--- src/rtl/result_tx_sequencer.sv ---
// Converts a 16-bit magnitude plus sign into ASCII decimal text and streams it
// byte by byte into the UART transmitter, optionally followed by CR LF.
module result_tx_sequencer #(
  parameter int APPEND_CRLF = 1
) (
  input  logic        clk,
  input  logic        reset,
  input  logic        start,
  input  logic [15:0] value,
  input  logic        negative,
  output logic        busy,
  output logic        done,
  output logic        tx_start,
  output logic [7:0]  tx_data,
  input  logic        tx_busy
);

  typedef enum logic [2:0] {
    S_IDLE, S_CONVERT, S_LOAD, S_ISSUE, S_WAIT_HI, S_WAIT_LO, S_DONE
  } state_t;

  typedef enum logic [2:0] {
    PH_SIGN, PH_DIGIT, PH_CR, PH_LF, PH_END
  } phase_t;

  state_t      state;
  phase_t      phase;
  logic [15:0] shift_reg;
  logic [19:0] bcd;
  logic [19:0] bcd_adj;
  logic        neg_q;
  logic [3:0]  cnt;
  logic [2:0]  idx;
  logic        suppress;
  logic [3:0]  cur_digit;

  always_comb begin
    bcd_adj = bcd;
    for (int unsigned i = 0; i < 5; i++) begin
      if (bcd[4*i +: 4] >= 4'd5) bcd_adj[4*i +: 4] = bcd[4*i +: 4] + 4'd3;
    end
  end

  assign cur_digit = bcd[{idx, 2'b00} +: 4];

  // Gated by tx_busy in the same cycle so a pulse can never overlap a busy UART.
  assign tx_start = (state == S_ISSUE) && !tx_busy;

  always_ff @(posedge clk or negedge reset) begin
    if (!reset) begin
      state     <= S_IDLE;
      phase     <= PH_SIGN;
      shift_reg <= '0;
      bcd       <= '0;
      neg_q     <= 1'b0;
      cnt       <= '0;
      idx       <= '0;
      suppress  <= 1'b0;
      busy      <= 1'b0;
      done      <= 1'b0;
      tx_data   <= '0;
    end else begin
      case (state)
        S_IDLE: begin
          if (start) begin
            shift_reg <= value;
            neg_q     <= negative;
            bcd       <= '0;
            cnt       <= '0;
            busy      <= 1'b1;
            state     <= S_CONVERT;
          end
        end
        S_CONVERT: begin
          {bcd, shift_reg} <= {bcd_adj[18:0], shift_reg, 1'b0};
          cnt <= cnt + 4'd1;
          if (cnt == 4'd15) begin
            idx      <= 3'd4;
            suppress <= 1'b1;
            phase    <= neg_q ? PH_SIGN : PH_DIGIT;
            state    <= S_LOAD;
          end
        end
        S_LOAD: begin
          case (phase)
            PH_SIGN: begin
              tx_data <= 8'h2D;
              phase   <= PH_DIGIT;
              state   <= S_ISSUE;
            end
            PH_DIGIT: begin
              if (suppress && cur_digit == 4'd0 && idx != 3'd0) begin
                idx <= idx - 3'd1;
              end else begin
                tx_data  <= 8'h30 + {4'h0, cur_digit};
                suppress <= 1'b0;
                state    <= S_ISSUE;
                if (idx == 3'd0) phase <= (APPEND_CRLF != 0) ? PH_CR : PH_END;
                else idx <= idx - 3'd1;
              end
            end
            PH_CR: begin
              tx_data <= 8'h0D;
              phase   <= PH_LF;
              state   <= S_ISSUE;
            end
            PH_LF: begin
              tx_data <= 8'h0A;
              phase   <= PH_END;
              state   <= S_ISSUE;
            end
            default: begin
              done  <= 1'b1;
              state <= S_DONE;
            end
          endcase
        end
        S_ISSUE:   if (!tx_busy) state <= S_WAIT_HI;
        S_WAIT_HI: if (tx_busy)  state <= S_WAIT_LO;
        S_WAIT_LO: if (!tx_busy) state <= S_LOAD;
        S_DONE: begin
          done  <= 1'b0;
          busy  <= 1'b0;
          state <= S_IDLE;
        end
        default: state <= S_IDLE;
      endcase
    end
  end

endmodule

--- config.mk ---
export PLATFORM = sky130hd
export DESIGN_NAME = result_tx_sequencer
export DESIGN_NICKNAME = d
export VERILOG_FILES = /design/src/rtl/result_tx_sequencer.sv
export SDC_FILE = /design/constraint.sdc
export NUM_CORES = 1
export LEC_CHECK = 0
export BUFFER_PORTS_ARGS = -buffer_cell sky130_fd_sc_hd__buf_2
export CAP_MARGIN = 30
export CORE_UTILIZATION = 53
export DETAILED_ROUTE_END_ITERATION = 7
export PLACE_DENSITY_LB_ADDON = 0.05
export SETUP_SLACK_MARGIN = 0.5
export SLEW_MARGIN = 20
export SYNTH_ARGS = -nofsm -noshare
export SYNTH_HDL_FRONTEND = slang
export SYNTH_SLANG_ARGS = --single-unit
--- constraint.sdc ---
create_clock -name clk -period 2.1 [get_ports clk]
set_clock_uncertainty 0.2 [all_clocks]
set_input_delay 0.105 -clock clk [delete_from_list [all_inputs] [get_ports clk]]
set_output_delay 0.105 -clock clk [all_outputs]
set_load 0.02 [all_outputs]
* Word-level counts from Yosys, hierarchy flattened
Index checks and enable logic that the tools add are counted.
Cells by class: add/sub/neg operators 8, $lt $le $gt $ge 5, eq/ne operators 23, shift operators 1, mux-type cells 40, reduce and logical (&&, ||, !) cells 25
Operators by type and width (count):
- $mux W3 | 14
- $pmux W20 S2 | 1
- $pmux W16 S2 | 1
- $pmux W8 S4 | 1
- $ge A4 B3 Y1 const B | 5
- $mux W20 | 1
- $mux W4 | 5
- $shiftx A20 B6 Y4 | 1
- $ne A2 B2 Y1 const B | 9
- $pmux W3 S2 | 3
- $pmux W3 S6 | 1
- $add A4 B2 Y4 const B | 4
- $mux W16 | 1
- $eq A3 B2 Y1 const B | 4
- $pmux W3 S4 | 1
- $eq A3 B3 Y1 const B | 3
- $logic_not A3 Y1 | 3
- $ne A3 B3 Y1 const B | 3
- $mux W8 | 1
- $pmux W4 S2 | 1
- $reduce_and A2 Y1 | 4
- $reduce_and A4 Y1 | 2
- $reduce_bool A2 Y1 | 4
- $add A6 B4 Y7 const A | 1
- 18 further kinds | 28
Word-level totals: bits in registers 61, input port bits 21, output and inout port bits 11, word-level logic and storage cells 113

* Longest topological paths before layout
Gate-level depths: netlist of the first run.
word-level depth 7, depth in mapped cells 9, gate-level depth less buffers 7

* Least setup slack after synthesis of the first run
OpenSTA, ideal clock, no wires.
kind register -> register, start reg idx[0], end reg tx_data[0], setup time 0.125 ns, arrival time 1.760 ns, required time 1.775 ns, path slack 0.016 ns, cell stages (with the launch flop) 10, buffers on the path 2, period minus slack after synthesis 2.084 ns, cell sequence dfrtp_1 > buf_6 > buf_8 > inv_1 > ha_1 > nand2b_1 > nand2_1 > a211oi_2 > a41oi_4 > mux2_2
On the way: cells in the longest elaborated chain, start to end 6, elaborated cells on any way between the ends 10, classes of those cells add/sub: 1; eq/ne: 1; shift: 1; mux: 2; reduce/logical: 5
RTL lines:
- from (decl) | RTL line 33 | logic [2:0] idx;
- from (signal assigned) | RTL line 93 | idx <= idx - 3'd1;
- from (signal assigned) | RTL line 99 | else idx <= idx - 3'd1;
- parallel branches: the longest is 6 deep, another holds $add A6 B4 Y7
- to (signal assigned) | RTL line 95 | tx_data <= 8'h30 + {4'h0, cur_digit};
- to (decl) | RTL line 14 | output logic [7:0] tx_data,
Parallel ways; which one is timed is not known. The select of a mux whose other input is x is not followed. A chain may end at the register's enable or synchronous reset.

* Final worst setup path of the first run
start reg cnt[1], end reg state[0]
On the way: cells in the longest elaborated chain, start to end 3
RTL lines:
- from (decl) | RTL line 32 | logic [3:0] cnt;
- from (signal assigned) | RTL line 76 | cnt <= cnt + 4'd1;
- $eq A4 B4 Y1 | RTL line 77 | if (cnt == 4'd15) begin
- $ne A2 B2 Y1 (no line)
- $reduce_and A6 Y1 (no line)
- to (signal assigned) | RTL line 71 | state <= S_CONVERT;
- to (signal assigned) | RTL line 81 | state <= S_LOAD;
- to (signal assigned) | RTL line 89 | state <= S_ISSUE;
- to (decl) | RTL line 26 | state_t state;
No other way between the ends.

==> flow_metrics.py, run 1 <==
metrics = {
    "drt": {
        "drt.antenna.violating_nets": 0,
        "drc": 0,
        "via_per_inst": 6.42,
        "vias": 3511,
        "dr.pass1.iters": 5,
        "drt_iter0_markers": 359,
        "drt-wirelength-per-cell_microns": 25.3,
        "finalWirelength_microns": 13900,
    },
    "outcome": {
        "violations": "negative setup slack",
        "outcome": "finished with violations",
    },
    "placement": {
        "place_inst": 443,
        "placed_cell_area_sq_mm": 0.00373,
        "port_buffers": 29,
        "gp_congestion": 0.813,
        "dpl.hpwl_microns": 4780,
    },
    "pwr": {
        "p_leak_nw": 2.32,
        "peakVddDrop_mv": 1.16,
        "power_density_mw_per_mm2": 1670,
    },
    "worst_setup_path": {
        "arrival_ns": 2.55,
        "reg2reg_to": "state[0]$_DFFE_PN0P_",
        "r2r_cells": 6,
        "regToRegStartpoint": "cnt[1]$_DFFE_PN0P_",
        "cpPeakStageDelay_ns": 0.45,
        "critPathTopFamily": "compound AO/OA/AOI/OAI gates",
        "cp.required_ns": 2.17,
        "cp-end-kind": "flip-flop",
        "startpoint_type": "flip-flop",
        "cpMostUsedCell": "o211ai_1",
        "worst-path-buf-inv": 0,
        "rrSetupSlack_ns": -0.38,
        "crit_path_top_delay_cell": "nor2_1",
        "worst-setup-path-type": "flip-flop to flip-flop",
        "worstPathCellList": "ha_2, nand3_2, o211ai_1, o211ai_1, nor2_1, a22o_1",
        "cp_max_fo": 4,
    },
    "logic_synthesis": {
        "syn_avg_cell_area_sq_um": 9.93,
        "ys_ff_latch": 59,
        "synth_top_cell_by_area": "dfrtp_1",
        "synth_area_sq_mm": 0.00331,
        "ys_async_sr_fraction_pct": 100,
        "synth_edf_count": 0,
        "synth_top_area_share_pct": 44.6,
        "synthCells": 333,
        "seq_area_frac_synth_pct": 44.6,
        "yosys_warnings": 0,
        "synth_cell_types": 47,
        "ys.flop_type": "dfrtp_1",
        "synthTopCellsByArea": "dfrtp_1 (45%), mux2i_1 (7.9%), o21ai_0 (6.1%)",
    },
    "timing": {
        "slew_violations": 0,
        "setup_viol": 15,
        "hold_viol": 0,
        "relSlewSlack_pct": 62.9,
        "fin_worst_hold_slack_ns": 0.0693,
        "period_share_pct": 118,
        "tightest_slew_ns": 0.555,
        "finalWorstSetupSlack_ns": -0.381,
        "period_minus_slack_ns": 2.48,
        "rsz0062_at_grt": "true",
        "fmax_mhz": 403,
    },
    "global_route": {
        "grt_max_degree": 60,
        "track_usage_pct": 36.0,
        "antenna_found_initial": 0,
        "grt.overflow.total": 0,
        "grt_pass1_wl_microns": 17100,
        "grt_pass1_vias": 3327,
    },
    "layout": {
        "fillers": 217,
        "multi_input_area_sq_mm": 0.00214,
        "area_growth_syn_to_layout_pct": 61.7,
        "layout-drive-gt1-share_pct": 48.7,
        "fin_cells": 547,
        "layout_commonest_cell": "dfrtp_1",
        "n_antenna_cell": 0,
        "nets": 502,
        "largest_reg_flops": 20,
        "final_cell_mix": "dfrtp_1 (55), buf_4 (43), buf_6 (39)",
        "seqCellArea_sq_mm": 0.00148,
        "design_area_sq_mm": 0.00535,
    },
    "clock_network": {
        "cts_htree_levels": 3,
        "cts_buffer_depth": 2,
        "cts-root-buf": "clkbuf_8",
        "clock_latency_ns": 0.37,
        "clkTransAtPathRegs_ns": 0.09,
        "cts_sinks": 59,
        "tritoncts": "yes",
        "cts_made_buffers": 9,
    },
    "run": {
        "max_cap_violations": 0,
    },
    "floorplanning": {
        "core_sq_mm": 0.00596,
        "die_y_microns": 81.0,
        "row_count": 28,
        "ios": 32,
        "die_w_microns": 81.0,
        "dieArea_sq_mm": 0.00656,
        "start_util_pct": 55.5,
    },
    "worst_hold_path": {
        "hp-class": "input pin to asynchronous set/reset pin",
    },
}
cell families after synthesis:
group | count (synthesis) | share of synthesized area (%)
AOI/OAI and AO/OA | 100 | 21.0
xor gates and xnor gates | 9 | 2.38
adders and majority gates | 13 | 4.92
buffers and inverters | 38 | 5.52
DFF | 59 | 44.6
muxes | 30 | 9.23
other | 1 | 0.113
and+or+nand+nor | 83 | 12.3
synthesized netlist by cell type, types with 4 or more instances:
cell,instances
a21oi_1,13
a22o_1,7
a32o_1,6
buf_2,7
clkbuf_1,6
dfrtp_1,59
ha_1,13
inv_1,17
mux2_2,4
mux2i_1,26
nand2_1,31
nand2b_1,12
nand3_1,4
nor2_1,17
nor2b_1,6
o21ai_0,40
o22ai_1,7
o31ai_1,6
o32ai_1,4
xnor2_1,5
xor2_1,4
power by group:
part           switching, mW  internal (mW)  leakage, nW
combinational           2.81           2.82         1.46
sequential             0.603           1.60        0.754
clock                  0.533          0.570        0.102
total                   3.95           4.99         2.32
worst max-delay path by stage:
| stage | from | to | slack [ns] | depth (start not counted) |
|---|---|---|---|---|
| 2_1_floorplan | idx[0]$_DFFE_PN0P_ | tx_data[0]$_DFFE_PN0P_ | 0.07 | 9 |
| 3_3_place_gp | idx[0]$_DFFE_PN0P_ | tx_data[0]$_DFFE_PN0P_ | 0.04 | 6 |
| 3_5_place_dp | idx[0]$_DFFE_PN0P_ | tx_data[0]$_DFFE_PN0P_ | 0.005 | 6 |
| 4_1_cts | idx[0]$_DFFE_PN0P_ | tx_data[4]$_DFFE_PN0P_ | 0.07 | 7 |
| 5_1_grt | idx[0]$_DFFE_PN0P_ | state[0]$_DFFE_PN0P_ | -0.49 | 7 |
| 6_report | cnt[1]$_DFFE_PN0P_ | state[0]$_DFFE_PN0P_ | -0.38 | 6 |
stage by stage:
step / setup TNS [ns] / util, % / total power [mW] / setup WS, ns
2_1_floorplan: 0 / - / 4.08 / 0.0718
3_3_place_gp: 0 / 62.6 / 4.70 / 0.0443
3_5_place_dp: 0 / 62.6 / 4.78 / 0.00517
4_1_cts: 0 / 84.8 / 7.63 / 0.0666
5_1_grt: -2.93 / 89.8 / 9.28 / -0.490
6_report: -1.42 / 89.8 / 8.93 / -0.381
routing by layer:
layer / GRT usage, % / up-vias / share of wire (%)
met4: 20.7 / 0 / 6.2
li1: - / 1466 / -
met5: 0 / - / 0
met1: 43.9 / 1702 / 36
met3: 5.73 / 81 / 10
met2: 60.2 / 262 / 47
area by class of cell:
type | instances | area share (%)
Clock inverter | 5 | 1.01
Tap cell | 75 | 1.75
Timing Repair Buffer | 142 | 25.7
Multi-Input combinational cell | 239 | 40.0
Sequential cell | 59 | 27.7
Inverter | 17 | 1.24
Clock buffer | 10 | 2.57
worst reg2reg max path, stage by stage (launching register included):
cell	delay, ns
dfrtp_1	0.40
ha_2	0.26
nand3_2	0.15
o211ai_1	0.30
o211ai_1	0.30
nor2_1	0.45
a22o_1	0.33
repair_timing:
item / CTS / global route
cloned: 6 / 0
pin swaps: 40 / 21
endpoints found under the hold margin: 77 / 0
hold buffers: 19 / 0
resized for setup: 117 / 60
buffers inserted: 53 / 11
endpoints found under the setup margin: 57 / 58
(Power assumes the default switching activity.)
==> run 2, diff against run 1 <==
==> constraint.sdc (replaced) <==
create_clock -name clk -period 2.1 [get_ports clk]
set_clock_uncertainty 0.2 [all_clocks]
set_input_delay 0.105 -clock clk [delete_from_list [all_inputs] [get_ports clk]]
set_output_delay 0.105 -clock clk [all_outputs]
set_load 0.05 [all_outputs]
==> flow_metrics.py, run 2 (same netlist as run 1, synthesis figures left out) <==
metrics = {
    "outcome": {
        "outcome": "finished with violations",
        "violations": "negative setup slack",
    },
    "drt": {
        "dr.pass1.iters": 5,
        "drt_iter0_markers": 256,
        "drt-wirelength-per-cell_microns": 19.7,
        "drt.antenna.violating_nets": 0,
        "drc": 0,
        "via_per_inst": 6.08,
        "finalWirelength_microns": 10400,
        "vias": 3215,
    },
    "worst_setup_path": {
        "arrival_ns": 2.14,
        "cp_max_fo": 8,
        "cp-end-kind": "flip-flop",
        "startpoint_type": "flip-flop",
        "cp.required_ns": 2.12,
        "worst-setup-path-type": "flip-flop to flip-flop",
    },
    "global_route": {
        "grt_max_degree": 34,
        "grt_pass1_wl_microns": 14300,
        "antenna_found_initial": 0,
        "grt_pass1_vias": 2959,
        "grt.overflow.total": 0,
        "track_usage_pct": 29.3,
    },
    "timing": {
        "slew_violations": 0,
        "period_minus_slack_ns": 2.12,
        "period_share_pct": 101,
        "finalWorstSetupSlack_ns": -0.0210,
        "setup_viol": 3,
        "hold_viol": 0,
        "fmax_mhz": 471,
        "rsz0062_at_grt": "true",
        "fin_worst_hold_slack_ns": 0.126,
        "tns_ns": -0.0236,
    },
    "pwr": {
        "power_density_mw_per_mm2": 1570,
        "p_leak_nw": 2.16,
        "p_comb_share_pct": 60.5,
        "p_switching_mw": 3.51,
        "p_int_mw": 4.43,
        "power_frac_seq_pct": 26.6,
        "sw_frac_of_total_pct": 44.2,
        "peakVddDrop_mv": 0.957,
        "clockPowerShare_pct": 12.9,
    },
    "layout": {
        "area_growth_syn_to_layout_pct": 53.1,
        "fin_cells": 529,
        "layout_commonest_cell": "dfrtp_1",
        "utilization_pct": 85.0,
        "nets": 483,
        "final_cell_mix": "dfrtp_1 (56), buf_4 (39)",
        "layout-drive-gt1-share_pct": 43.4,
        "n_antenna_cell": 0,
        "largest_reg_flops": 20,
    },
    "floorplanning": {
        "die_y_microns": 81.0,
        "row_count": 28,
        "ios": 32,
        "dieArea_sq_mm": 0.00656,
        "start_util_pct": 55.5,
        "die_w_microns": 81.0,
        "core_sq_mm": 0.00596,
    },
    "placement": {
        "dpl.hpwl_microns": 5080,
        "gp_congestion": 0.782,
        "place_inst": 443,
        "port_buffers": 29,
    },
    "worst_hold_path": {
        "hp-class": "input pin to asynchronous set/reset pin",
    },
    "clock_network": {
        "cts-root-buf": "clkbuf_8",
        "clkTransAtPathRegs_ns": 0.07,
        "cts_made_buffers": 9,
        "cts_sinks": 59,
        "tritoncts": "yes",
        "cts_buffer_depth": 2,
        "cts_htree_levels": 3,
        "clock_latency_ns": 0.34,
    },
    "run": {
        "max_cap_violations": 0,
    },
}
-- run 2: path summary, 6_finish.rpt --
| check | startpoint | end | slack, ns | cells past startpoint |
|---|---|---|---|---|
| min in group clk | start | busy$_DFFE_PN0P_ | 0.21 | 7 |
| hold reg to reg | shift_reg[13]$_DFFE_PN0P_ | shift_reg[14]$_DFFE_PN0P_ | 0.30 | 2 |
| setup reg to reg | idx[0]$_DFFE_PN0P_ | tx_data[0]$_DFFE_PN0P_ | -0.02 | 6 |
| setup / recovery | idx[0]$_DFFE_PN0P_ | tx_data[0]$_DFFE_PN0P_ | -0.02 | 6 |
| hold / removal | reset | state[1]$_DFFE_PN0P_ | 0.13 | 3 |
| max in group asynchronous | reset | bcd[8]$_DFFE_PN0P_ | 1.20 | 3 |
-- run 2: metal layers --
layer	wire length (microns)	track usage [%]	part of all wire, %
met5	0	0	0
met2	5370	48.9	52
met4	255	11.8	2.4
met1	4270	36.7	41
met3	527	6.40	5.1
-- run 2: worst max-delay path, cell delays in order (launching register included) --
cell      delay, ns
dfrtp_1        0.40
buf_6          0.16
mux2i_2        0.22
nor2_1         0.08
a311oi_2       0.39
a41oi_4        0.22
mux2_4         0.33
-- run 2: cell type report --
class	count	area [sq um]
multi-input combinational	238	2140
sequential	59	1480
timing repair buffer	124	1100
fill	281	892
clock buffer	11	131
tap	75	93.8
inverter	17	63.8
clock inverter	5	53.8
-- run 2: metrics by stage --
stage | area (sq um) | setup WS, ns | total power, mW
final | 5060 | -0.0210 | 7.94
after global routing | 5060 | -0.0643 | 8.34
after CTS | 4760 | 0.0756 | 7.15
after detailed placement | 3720 | 0.0508 | 4.96
after global placement | 3720 | 0.102 | 4.87
after floorplan | 3450 | 0.0719 | 4.26
-- run 2: power by group through the flow --
stage | registers (mW) | clock network, mW | logic (mW)
global placement | 2.01 | 0 | 2.86
CTS | 2.04 | 1.02 | 4.09
floorplan | 2.14 | 0 | 2.11
global route | 2.17 | 1.09 | 5.08
detailed placement | 2.03 | 0 | 2.94
finish | 2.11 | 1.02 | 4.81
-- run 2: what timing repair did --
item / 4_1_cts / 5_1_grt
endpoints found under the setup margin: 56 / 57
resized for setup: 108 / 45
endpoints found under the hold margin: 77 / 0
hold buffers: 19 / 0
buffers inserted: 32 / 14
pin swaps: 26 / 31
gates cloned: 4 / 1
==> run 3, diff against run 2 <==
--- a/config.mk
+++ b/config.mk
@@ -10,6 +10,7 @@
 export CORE_UTILIZATION = 53
 export DETAILED_ROUTE_END_ITERATION = 7
 export PLACE_DENSITY_LB_ADDON = 0.05
+export RECOVER_POWER = 25
 export SETUP_SLACK_MARGIN = 0.5
 export SLEW_MARGIN = 20
 export SYNTH_ARGS = -nofsm -noshare
==> flow_metrics.py, run 3 (same netlist as run 1, synthesis figures left out) <==
metrics = {
    "outcome": {
        "outcome": "finished with violations",
        "violations": "negative setup slack",
    },
    "global_route": {
        "grt_pass1_vias": 2959,
        "grt_busiest_layer": "met2",
        "grt_use_met1_pct": 36.7,
        "globalRouteMet2Util_pct": 48.9,
        "track_usage_pct": 29.3,
        "antenna_found_initial": 0,
        "grt_pass1_wl_microns": 14300,
        "use_met3_pct": 6.40,
        "grt.overflow.total": 0,
        "grt_max_degree": 34,
    },
    "worst_setup_path": {
        "cp.required_ns": 2.12,
        "worst-setup-path-type": "flip-flop to flip-flop",
        "worstPathCellList": "buf_6, mux2i_2, nor2_1, a311oi_2, a41oi_4, mux2_4",
        "startpoint_type": "flip-flop",
        "cp-end-kind": "flip-flop",
        "cp_max_fo": 8,
        "arrival_ns": 2.14,
        "crit_path_top_delay_cell": "dfrtp_1",
        "cpPeakStageDelay_ns": 0.40,
    },
    "drt": {
        "drt_iter0_markers": 256,
        "drc": 0,
        "drt-wirelength-per-cell_microns": 19.7,
        "dr.pass1.iters": 5,
        "drt.antenna.violating_nets": 0,
        "finalWirelength_microns": 10400,
        "via_per_inst": 6.09,
        "vias": 3221,
    },
    "layout": {
        "nets": 483,
        "largest_reg_flops": 20,
        "utilization_pct": 84.9,
        "n_antenna_cell": 0,
        "layout_commonest_cell": "dfrtp_1",
        "final_cell_mix": "dfrtp_1 (56), buf_4 (37), o21ai_1 (30), nand2_1 (30), buf_6 (30)",
        "layout-drive-gt1-share_pct": 43.2,
        "area_growth_syn_to_layout_pct": 52.9,
        "design_area_sq_mm": 0.00506,
    },
    "floorplanning": {
        "row_count": 28,
        "die_y_microns": 81.0,
        "core_sq_mm": 0.00596,
        "ios": 32,
        "dieArea_sq_mm": 0.00656,
        "start_util_pct": 55.5,
        "die_w_microns": 81.0,
    },
    "pwr": {
        "peakVddDrop_mv": 0.957,
        "p_leak_nw": 2.15,
        "total_power_mw": 7.94,
        "power_density_mw_per_mm2": 1570,
    },
    "clock_network": {
        "cts_buffer_depth": 2,
        "cts-root-buf": "clkbuf_8",
        "cts_sinks": 59,
        "clock_latency_ns": 0.34,
        "clkTransAtPathRegs_ns": 0.07,
        "tritoncts": "yes",
        "cts_htree_levels": 3,
        "cts_made_buffers": 9,
    },
    "timing": {
        "period_minus_slack_ns": 2.12,
        "finalWorstSetupSlack_ns": -0.0212,
        "fmax_mhz": 471,
        "hold_viol": 0,
        "period_share_pct": 101,
        "rsz0062_at_grt": "true",
        "tightest_slew_ns": 0.851,
        "fin_worst_hold_slack_ns": 0.213,
        "slew_violations": 0,
        "relSlewSlack_pct": 43.2,
        "setup_viol": 3,
    },
    "placement": {
        "dpl.hpwl_microns": 5080,
        "placed_cell_area_sq_mm": 0.00372,
        "port_buffers": 29,
        "gp_congestion": 0.782,
    },
    "run": {
        "max_cap_violations": 0,
    },
    "worst_hold_path": {
        "hp-class": "input pin to flip-flop",
    },
}
[run 3: final cells by class]
type	count	area (sq um)
clock buffer	11	131
tap	75	93.8
clock inverter	5	53.8
fill	284	898
sequential	59	1480
timing repair buffer	124	1090
multi-input combinational	238	2140
inverter	17	63.8
[run 3: layer usage]
metal / vias up / wire length (microns)
met5: - / 0
met4: 0 / 254
met3: 35 / 539
met2: 142 / 5370
met1: 1605 / 4260
li1: 1439 / -
[run 3: final timing paths]
kind | start | endpoint | slack [ns] | cells after the start
min | start | busy$_DFFE_PN0P_ | 0.21 | 7
max in group asynchronous | reset | bcd[8]$_DFFE_PN0P_ | 0.78 | 3
min in group asynchronous | reset | state[1]$_DFFE_PN0P_ | 0.26 | 3
max reg2reg | idx[0]$_DFFE_PN0P_ | tx_data[0]$_DFFE_PN0P_ | -0.02 | 6
max | idx[0]$_DFFE_PN0P_ | tx_data[0]$_DFFE_PN0P_ | -0.02 | 6
min reg2reg | shift_reg[13]$_DFFE_PN0P_ | shift_reg[14]$_DFFE_PN0P_ | 0.30 | 2
[run 3: worst max-delay path: cells and delay by family (launching register included)]
family	cells	cell delay, ns
AOI/OAI and AO/OA	2	0.61
buffers and inverters	1	0.16
DFF	1	0.40
muxes	2	0.55
and+or+nand+nor	1	0.08
[run 3: what timing repair did]
action / 4_1_cts / 5_1_grt
endpoints found under the hold margin: 77 / 0
gates cloned: 4 / 1
resized for setup: 108 / 45
pin swaps: 26 / 31
buffers inserted: 32 / 14
hold buffers: 19 / 0
endpoints found under the setup margin: 56 / 57
[run 3: power breakdown]
group / total, mW / internal, mW / leakage, nW / switching (mW)
combinational: 4.81 / 2.29 / 1.30 / 2.52
clock: 1.02 / 0.545 / 0.0971 / 0.477
sequential: 2.11 / 1.59 / 0.755 / 0.520
[run 3: per-stage QoR]
stage / setup WS (ns) / cells / setup TNS, ns
final: -0.0212 / 529 / -0.0238
after global routing: -0.0643 / 529 / -0.279
after CTS: 0.0756 / 514 / 0
after detailed placement: 0.0508 / 443 / 0
after global placement: 0.102 / 443 / 0
after floorplan: 0.0719 / 334 / 0
